## src/rtl/tl_a_req_gen_if.sv

```systemverilog
// Request-side bundle of the TileLink A-channel request generator:
// command port, write-data beat stream and A-channel enqueue port.
interface tl_a_req_gen_if;
  logic        cmd_ready;
  logic        cmd_valid;
  logic        cmd_write;
  logic        cmd_partial;
  logic [3:0]  cmd_size;
  logic [32:0] cmd_address;
  logic        wdata_ready;
  logic        wdata_valid;
  logic [63:0] wdata_data;
  logic [7:0]  wdata_strb;
  logic        a_ready;
  logic        a_valid;
  logic [2:0]  a_opcode;
  logic [3:0]  a_size;
  logic [32:0] a_address;
  logic [7:0]  a_mask;
  logic [63:0] a_data;

  modport master (
    output cmd_ready,
    input  cmd_valid,
    input  cmd_write,
    input  cmd_partial,
    input  cmd_size,
    input  cmd_address,
    output wdata_ready,
    input  wdata_valid,
    input  wdata_data,
    input  wdata_strb,
    input  a_ready,
    output a_valid,
    output a_opcode,
    output a_size,
    output a_address,
    output a_mask,
    output a_data
  );

  modport slave (
    input  cmd_ready,
    output cmd_valid,
    output cmd_write,
    output cmd_partial,
    output cmd_size,
    output cmd_address,
    input  wdata_ready,
    output wdata_valid,
    output wdata_data,
    output wdata_strb,
    output a_ready,
    input  a_valid,
    input  a_opcode,
    input  a_size,
    input  a_address,
    input  a_mask,
    input  a_data
  );
endinterface

```

## src/rtl/tl_a_req_gen.sv

```systemverilog
// TileLink A-channel request generator: turns a command plus a
// write-data beat stream into Get / PutFullData / PutPartialData beats.
module tl_a_req_gen #(
  parameter int unsigned MAX_SIZE = 6
) (
  input  logic           clock,
  input  logic           reset,
  tl_a_req_gen_if.master bus,
  output logic           busy,
  output logic           err
);

  typedef enum logic [1:0] {
    IDLE,
    ERR,
    BEAT
  } state_t;

  state_t      state_q;
  state_t      state_d;
  logic [2:0]  opcode_q;
  logic [3:0]  size_q;
  logic [32:0] addr_q;
  logic [7:0]  base_q;
  logic [3:0]  cnt_q;

  logic        accept;
  logic        legal;
  logic        is_put;
  logic        fire;
  logic [32:0] align_mask;
  logic [3:0]  beats;
  logic [7:0]  base_mask;
  logic [2:0]  opcode_d;

  assign accept = bus.cmd_valid & bus.cmd_ready;
  assign is_put = ~opcode_q[2];

  always_comb begin
    align_mask = (33'd1 << bus.cmd_size) - 33'd1;
    legal = (32'(bus.cmd_size) <= MAX_SIZE)
         && ((bus.cmd_address & align_mask) == '0);
    beats = 4'd1;
    if (bus.cmd_write && bus.cmd_size > 4'd3)
      beats = 4'd1 << (bus.cmd_size - 4'd3);
    // sub-word sizes select a byte lane group inside the 8-byte beat
    base_mask = 8'hFF;
    unique case (1'b1)
      (bus.cmd_size == 4'd0): base_mask = 8'h01 << bus.cmd_address[2:0];
      (bus.cmd_size == 4'd1): base_mask = 8'h03 << bus.cmd_address[2:0];
      (bus.cmd_size == 4'd2): base_mask = 8'h0F << bus.cmd_address[2:0];
      default:                base_mask = 8'hFF;
    endcase
    opcode_d = 3'd4;
    if (bus.cmd_write)
      opcode_d = bus.cmd_partial ? 3'd1 : 3'd0;
  end

  always_comb begin
    bus.cmd_ready   = (state_q == IDLE);
    bus.a_valid     = (state_q == BEAT) && (!is_put || bus.wdata_valid);
    bus.wdata_ready = (state_q == BEAT) && is_put && bus.a_ready;
    fire            = bus.a_valid & bus.a_ready;
    busy            = (state_q != IDLE);
    err             = (state_q == ERR);
    state_d         = state_q;
    unique case (state_q)
      IDLE: if (accept) state_d = legal ? BEAT : ERR;
      ERR:  state_d = IDLE;
      BEAT: if (fire && cnt_q == 4'd1) state_d = IDLE;
      default: state_d = IDLE;
    endcase
  end

  always_ff @(posedge clock) begin
    if (reset) state_q <= IDLE;
    else       state_q <= state_d;
  end

  always_ff @(posedge clock) begin
    if (reset) begin
      opcode_q <= '0;
      size_q   <= '0;
      addr_q   <= '0;
      base_q   <= '0;
      cnt_q    <= '0;
    end else if (accept) begin
      opcode_q <= opcode_d;
      size_q   <= bus.cmd_size;
      addr_q   <= bus.cmd_address;
      base_q   <= base_mask;
      cnt_q    <= legal ? beats : 4'd0;
    end else if (fire) begin
      cnt_q    <= cnt_q - 4'd1;
    end
  end

  assign bus.a_opcode  = opcode_q;
  assign bus.a_size    = size_q;
  assign bus.a_address = addr_q;
  assign bus.a_mask    = (opcode_q == 3'd1) ? (base_q & bus.wdata_strb)
                                            : base_q;
  assign bus.a_data    = ((state_q == BEAT) && is_put) ? bus.wdata_data
                                                       : 64'd0;

endmodule

```

## src/flat_wrapper.sv

```systemverilog
// flat-port wrapper written by rule: the top's interface ports become plain ports
module tl_a_req_gen_flat 
#(
  parameter int unsigned MAX_SIZE = 6
)
  (clock, reset, busy, err, bus_cmd_ready, bus_cmd_valid, bus_cmd_write, bus_cmd_partial, bus_cmd_size, bus_cmd_address, bus_wdata_ready, bus_wdata_valid, bus_wdata_data, bus_wdata_strb, bus_a_ready, bus_a_valid, bus_a_opcode, bus_a_size, bus_a_address, bus_a_mask, bus_a_data);
  tl_a_req_gen_if bus_i ();
  input  logic clock;
  input  logic reset;
  output logic busy;
  output logic err;
  output wire logic [$bits(bus_i.cmd_ready)-1:0] bus_cmd_ready;
  input wire logic [$bits(bus_i.cmd_valid)-1:0] bus_cmd_valid;
  input wire logic [$bits(bus_i.cmd_write)-1:0] bus_cmd_write;
  input wire logic [$bits(bus_i.cmd_partial)-1:0] bus_cmd_partial;
  input wire logic [$bits(bus_i.cmd_size)-1:0] bus_cmd_size;
  input wire logic [$bits(bus_i.cmd_address)-1:0] bus_cmd_address;
  output wire logic [$bits(bus_i.wdata_ready)-1:0] bus_wdata_ready;
  input wire logic [$bits(bus_i.wdata_valid)-1:0] bus_wdata_valid;
  input wire logic [$bits(bus_i.wdata_data)-1:0] bus_wdata_data;
  input wire logic [$bits(bus_i.wdata_strb)-1:0] bus_wdata_strb;
  input wire logic [$bits(bus_i.a_ready)-1:0] bus_a_ready;
  output wire logic [$bits(bus_i.a_valid)-1:0] bus_a_valid;
  output wire logic [$bits(bus_i.a_opcode)-1:0] bus_a_opcode;
  output wire logic [$bits(bus_i.a_size)-1:0] bus_a_size;
  output wire logic [$bits(bus_i.a_address)-1:0] bus_a_address;
  output wire logic [$bits(bus_i.a_mask)-1:0] bus_a_mask;
  output wire logic [$bits(bus_i.a_data)-1:0] bus_a_data;
  assign bus_cmd_ready = bus_i.cmd_ready;
  assign bus_i.cmd_valid = bus_cmd_valid;
  assign bus_i.cmd_write = bus_cmd_write;
  assign bus_i.cmd_partial = bus_cmd_partial;
  assign bus_i.cmd_size = bus_cmd_size;
  assign bus_i.cmd_address = bus_cmd_address;
  assign bus_wdata_ready = bus_i.wdata_ready;
  assign bus_i.wdata_valid = bus_wdata_valid;
  assign bus_i.wdata_data = bus_wdata_data;
  assign bus_i.wdata_strb = bus_wdata_strb;
  assign bus_i.a_ready = bus_a_ready;
  assign bus_a_valid = bus_i.a_valid;
  assign bus_a_opcode = bus_i.a_opcode;
  assign bus_a_size = bus_i.a_size;
  assign bus_a_address = bus_i.a_address;
  assign bus_a_mask = bus_i.a_mask;
  assign bus_a_data = bus_i.a_data;
  tl_a_req_gen #(.MAX_SIZE(MAX_SIZE)) u_core (.clock(clock), .reset(reset), .bus(bus_i), .busy(busy), .err(err));
endmodule
```

## config.mk

```make
export PLATFORM = sky130hd
export DESIGN_NAME = tl_a_req_gen_flat
export DESIGN_NICKNAME = d
export VERILOG_FILES = /design/src/rtl/tl_a_req_gen_if.sv /design/src/rtl/tl_a_req_gen.sv /design/src/flat_wrapper.sv
export SDC_FILE = /design/constraint.sdc
export NUM_CORES = 1
export LEC_CHECK = 0
export ABC_AREA = 1
export CAP_MARGIN = 20
export CORE_ASPECT_RATIO = 1.25
export CORE_UTILIZATION = 36
export CTS_CLUSTER_DIAMETER = 30
export DETAILED_ROUTE_END_ITERATION = 16
export PLACE_DENSITY_LB_ADDON = 0.3
export SYNTH_ARGS = -nofsm -noshare
export SYNTH_HDL_FRONTEND = slang
export SYNTH_SLANG_ARGS = --single-unit
```

## constraint.sdc

```tcl
create_clock -name clock -period 2.7 [get_ports clock]
set_input_delay 0.54 -clock clock [delete_from_list [all_inputs] [get_ports clock]]
set_output_delay 0.54 -clock clock [all_outputs]
set_load 0.01 [all_outputs]
```

== After elaboration in Yosys (flattened, before gate mapping) ==
Cells that the tools add are included.

* Logic and storage cells: 55
* RAM bits: 0
* Latch bits: 0
* Memories: 0
* Memory bits (read-only): 0
* Input bits: 116
* Output and inout bits: 117
* Register bits after elaboration: 54

* Add/subtract/negate cells: 3
* Reductions and logical operators: 13
* Multiply operators: 0
* Divide/modulo/power cells: 0
* Muxes and demuxes: 13
* Shift operators: 5
* Order comparisons: 2
* Equality and inequality tests: 8
* Bitwise gates (word level): 5

{| class="wikitable"
|+ Operators with widths
! kind !! count
|-
| 64-bit 2-to-1 mux || 1
|-
| 33-bit bitwise AND || 1
|-
| 33-bit zero test || 1
|-
| 1-bit by 4-bit << shifter with 33-bit output, first input constant || 1
|-
| 33-bit by 1-bit subtractor with 33-bit output, second input constant || 1
|-
| 8-bit one-hot mux with 3 select lines || 1
|-
| 4-bit 2-to-1 mux || 4
|-
| 8-bit bitwise AND || 1
|-
| 4-bit by 1-bit equality test with 1-bit output, second input constant || 2
|-
| 8-bit 2-to-1 mux || 1
|-
| 1-bit by 3-bit << shifter with 8-bit output, first input constant || 1
|-
| 2-bit by 3-bit << shifter with 8-bit output, first input constant || 1
|-
| 4-bit by 3-bit << shifter with 8-bit output, first input constant || 1
|-
| 1-bit logical AND || 6
|-
| 2-bit 2-to-1 mux || 3
|-
| 4-bit by 2-bit equality test with 1-bit output, second input constant || 1
|-
| 4-bit by 2-bit > comparator with 1-bit output, second input constant || 1
|-
| 4-bit by 3-bit less-or-equal comparator with 1-bit output, second input constant || 1
|-
| 4-bit zero test || 1
|-
| 2-bit != test, second input constant || 2
|-
| 2-bit one-hot mux with 2 select lines || 1
|-
| 2-bit nonzero test || 2
|-
| 1-bit by 4-bit << shifter with 4-bit output, first input constant || 1
|-
| 4-bit by 1-bit subtractor with 4-bit output, second input constant || 1
|-
| other kinds (11) || 12
|}

== Logic depth before layout (Yosys ltp) ==
* Depth in word-level cells: 8
* Gate-level depth with buffers: 19
* Depth with buffers taken out: 18

== Worst setup path before layout ==
No wires, ideal clock.

* Kind: input port to flip-flop
* From: input port bus_cmd_size[2]
* To: register u_core.cnt_q[3]
* Data required time: 2630 ps
* Path buffers: 1
* Arrival: 2401 ps
* Path slack: 229 ps
* Setup time: 70 ps
* Stages on the path: 19
* Cells stage by stage: buf_4 > inv_4 > ha_1 > nand2_2 > nand2_1 > nor2_1 > nand2_1 > nor3_1 > ha_1 > inv_1 > nand2_1 > nand4_1 > nor2_1 > nand3_1 > nor2_1 > nand2_1 > nor2_4 > nand4_1 > a21oi_1

* Word-level cells in the longest chain between the ends: 7
* Elaborated cells between the ends (all ways): 13
* Those cells by class: 2 x add/sub; 2 x order compare; 2 x shift; 3 x mux; 1 x bitwise; 3 x reduce/logical

{| class="wikitable"
|+ Ends and longest elaborated chain
! item !! RTL line !! source
|-
| start: declaration || flat_wrapper.sv:16 || <nowiki>input wire logic [$bits(bus_i.cmd_size)-1:0] bus_cmd_size;</nowiki>
|-
| 1-bit by 4-bit << shifter with 33-bit output || tl_a_req_gen.sv:40 || <nowiki>align_mask = (33'd1 << bus.cmd_size) - 33'd1;</nowiki>
|-
| 33-bit by 1-bit subtractor with 33-bit output || tl_a_req_gen.sv:40 ||
|-
| 33-bit bitwise AND || tl_a_req_gen.sv:42 || <nowiki>&& ((bus.cmd_address & align_mask) == '0);</nowiki>
|-
| 33-bit zero test || tl_a_req_gen.sv:42 ||
|-
| 1-bit logical AND || tl_a_req_gen.sv:42 ||
|-
| 4-bit 2-to-1 mux (*) || tl_a_req_gen.sv:92 || <nowiki>cnt_q <= legal ? beats : 4'd0;</nowiki>
|-
| 4-bit 2-to-1 mux (*) || tl_a_req_gen.sv:87 || <nowiki>end else if (accept) begin</nowiki>
|-
| end signal: assignment || tl_a_req_gen.sv:92 ||
|-
| end signal: assignment || tl_a_req_gen.sv:94 || <nowiki>cnt_q <= cnt_q - 4'd1;</nowiki>
|-
| end: declaration || tl_a_req_gen.sv:25 || <nowiki>logic [3:0] cnt_q;</nowiki>
|}

Every way passes the cells marked *; elsewhere a longest branch is shown, timed or not.
A chain may end at the register's enable or synchronous reset.

== Worst setup path after layout ==
* From: register u_core.state_q[1]
* To: output port bus_a_data[13]

* Word-level cells in the longest chain between the ends: 3

{| class="wikitable"
|+ Ends and longest elaborated chain
! item !! RTL line !! source
|-
| start: declaration || tl_a_req_gen.sv:19 || <nowiki>state_t state_q;</nowiki>
|-
| start signal: assignment || tl_a_req_gen.sv:77 || <nowiki>else state_q <= state_d;</nowiki>
|-
| 2-bit equality test || tl_a_req_gen.sv:103 || <nowiki>assign bus.a_data = ((state_q == BEAT) && is_put) ? bus.wdata_data</nowiki>
|-
| 1-bit logical AND || tl_a_req_gen.sv:103 ||
|-
| 64-bit 2-to-1 mux || tl_a_req_gen.sv:103 ||
|-
| end: declaration || flat_wrapper.sv:28 || <nowiki>output wire logic [$bits(bus_i.a_data)-1:0] bus_a_data;</nowiki>
|}

No other way between the ends.

==> impl_metrics.json <==
{
  "critical_path_data_required_time_ps": 2160,
  "intPower_mw": 1.584,
  "timing.rr.start": "u_core.state_q[0]",
  "totalWireLength_mm": 14.60,
  "worstSkewPairLatency_ps": 300,
  "pin_count": 233,
  "first_pass_iters": 5,
  "vdd_ir_drop_max_mv": 0.2625,
  "syn2layout_area_growth_pct": 84.26,
  "critical_path.slowest_cell": "sky130_fd_sc_hd__clkdlybuf4s50_1",
  "p_seq_share_pct": 38.6,
  "path_class": "register to primary output",
  "dieWidth_um": 89.65,
  "port_buffers": 231,
  "synth.top_cells.by_area": "sky130_fd_sc_hd__dfxtp_1, sky130_fd_sc_hd__nor2_1, sky130_fd_sc_hd__inv_1",
  "synth.cell_area_sq_um": 3457,
  "yosysUniqueCellTypes": 37,
  "synthesis.area_per_instance_sq_um": 6.033,
  "p_total_mw": 2.268,
  "switching_share_pct": 30.18,
  "share_of_the_yosys_chip_area_belonging_to_registers_pct": 30.69,
  "slew_headroom_pct": 59.68,
  "dp_slack_ps": -559.2,
  "top_cell_type_by_total_area_after_synthesis": "sky130_fd_sc_hd__dfxtp_1",
  "critPathTopFamily": "buffers and inverters",
  "cts_num_sinks": 53,
  "drt-wirelength-per-cell_um": 15.32,
  "antenna_left": 0,
  "postLayoutSetupSlackWorst_ps": 223.1,
  "maxSlewViolCount": 0,
  "timing.final.setup_violations": 0,
  "power.density_cell_area_nw_per_um2": 356.1,
  "run_status": "finished clean",
  "cp-startpoint": "u_core.state_q[1]",
  "placed_cell_area_sq_um": 6156,
  "stdcell_area_sq_um": 6370,
  "start_util_pct": 37.48,
  "min_period_ps": 2477,
  "detail_route.drc_violations": 0,
  "die_area_sq_um": 10000,
  "ctsHoldBuffers": 0,
  "routed-via-count": 4583,
  "clock_power_share_pct": 29.1,
  "hold_path_startpoint": "u_core.bus.a_address[16]",
  "mapped_cells": 573,
  "tritoncts_clock_tree": "yes",
  "fillerInstances": 778,
  "period_share_pct": 91.74,
  "cts.reportedPaths.clkPinSlew_ps": 80,
  "yosysWarnings": 0,
  "final_common_cell": "sky130_fd_sc_hd__clkdlybuf4s50_1",
  "dominantRegCellSynth": "sky130_fd_sc_hd__dfxtp_1",
  "grt_pass1_wl_mm": 21.93,
  "hold_path.class": "register to register",
  "timing.fmax_mhz": 403.7,
  "groute.usage.overall_pct": 28.77,
  "grt.overflow.total": 0,
  "cp_cell_sequence": "inv_1, nor2_1, nand2_2, buf_12, nor2_2, clkdlybuf4s50_1",
  "synth-edff-count": 0,
  "synth_top_cell_area_share_pct": 30.69,
  "detailedPlacementHpwl_mm": 11.78,
  "die-height_um": 111.6,
  "switching_power_uw": 684.4,
  "fin_worst_skew_ps": 13.97,
  "worst_path_largest_cell_delay_ps": 560,
  "antenna_violations_before_repair": 2,
  "synth_nets": 699,
  "finish.net_count": 953,
  "post_drt_via_cell_ratio": 4.809,
  "core_region_area_sq_um": 9223,
  "ys_seq_elements": 53,
  "drive_above_1_share_pct": 10.39,
  "number_of_global_route_vias_before_repair": 4347,
  "worstMarginPinSlew_ps": 601.1,
  "crit_path_start_kind": "register",
  "routabilityCongestion": 0.9115,
  "core.rowCount": 39,
  "comb_power_share_pct": 32.3,
  "crit_fanout": 65,
  "most_frequent_cells_in_the_layout": "sky130_fd_sc_hd__clkdlybuf4s50_1, sky130_fd_sc_hd__nor2_1, sky130_fd_sc_hd__inv_1",
  "worst_ep_arrival_time_ps": 1940,
  "pin_count_of_the_biggest_net_entering_global_routing": 66,
  "async_flop_share_pct": 0,
  "post_cts_setup_repair_buffer_count": 0,
  "cts-root-to-sink-buffers": 2,
  "crit_path_end_kind": "primary output",
  "max-cap-violations": 0,
  "critical_path_buf_inv_count": 3,
  "clock_tree.root_cell": "sky130_fd_sc_hd__clkbuf_16",
  "drt_iter0_markers": 238,
  "power_leakage_nw": 2.925,
  "hold_vio_cnt_final": 0,
  "cts-buffers-inserted": 5,
  "cts_max_level": 2
}
cells by family (layout without fill, tap and decap cells):
| group | after synthesis | after routing | share of synthesized area, % |
|---|---|---|---|
| other | 1 | 3 | 0.1085 |
| xor gates and xnor gates | 2 | 2 | 0.5068 |
| adders and majority gates | 10 | 10 | 3.619 |
| buffers and inverters | 122 | 377 | 13.90 |
| DFF | 53 | 53 | 30.69 |
| AOI/OAI and AO/OA | 92 | 92 | 15.24 |
| and+or+nand+nor | 293 | 293 | 35.94 |
power by group through the flow:
stage	combinational [mW]	clock [mW]	sequential, mW
after global placement	0.704	0	0.891
after floorplan	0.283	0	0.911
final	0.733	0.659	0.876
after CTS	0.720	0.659	0.876
after global routing	0.802	0.698	0.882
after detailed placement	0.716	0	0.894
synthesized netlist by cell type, drive strengths merged, types with 2 or more instances:
cell    number
buf         10
a31oi        5
o21ai       53
o31a         7
nand3       30
inv         93
dfxtp       53
nor3         8
clkbuf      18
or2          2
xor2         2
nand3b       4
nand4        8
a21oi       18
a221oi       2
nand2       73
nor2       167
a211oi       4
ha          10
worst paths after layout:
| kind | to | cells after the start | slack (ps) |
|---|---|---|---|
| setup / recovery | bus_a_data[13] | 6 | 220 |
| hold / removal | u_core.bus.a_address[16] | 2 | 490 |
| setup reg to reg | u_core.bus.a_address[14] | 6 | 1040 |
| hold reg to reg | u_core.bus.a_address[16] | 2 | 490 |
sequential cells by signal, indices dropped and copies added, names as in the netlist:
register and flops:
u_core.state_q 2, u_core.cnt_q 4, u_core.bus.a_opcode 2, u_core.bus.a_address 33, u_core.base_q 8, u_core.bus.a_size 4
metal layers:
metal	vias to the layer above	track usage [%]	share of wire (%)	wire length, um
li1	2304	-	-	-
met1	2042	34.73	39	5719
met2	214	49.60	50	7305
met3	23	5.634	8.4	1230
met4	0	10.05	2.4	349
met5	-	0	0	0
through the flow:
stage	TNS, ps	utilization (%)	instances	hold slack [ps]
final	0	69.07	953	486.8
after global routing	-3.412	69.07	953	510.3
after CTS	0	68.47	951	488.9
after detailed placement	-3011	66.75	943	471.1
after global placement	-2421	66.75	943	462.3
after floorplan	0	-	573	452.6
area by class of cell:
cell class	instances	area (sq um)	area share, %
diodes	2	5.005	0.07857
clock buffers	5	125.1	1.964
clock inverters	3	25.02	0.3929
inverters	94	355.3	5.578
multi-input cells	398	1987	31.19
flip-flops and latches	53	1061	16.66
well taps	123	153.9	2.416
repair buffers	275	2658	41.72
what timing repair did:
action / CTS / global route
endpoints found under the setup margin: 6 / 7
gates resized for setup: 8 / 20
pin swaps: 0 / 6
worst min-delay path: stages (launching register included):
cell                      delay (ps)
sky130_fd_sc_hd__dfxtp_1         330
sky130_fd_sc_hd__nor2_1           50
sky130_fd_sc_hd__nor2_1           80
Power figures use the tool's default switching activity.
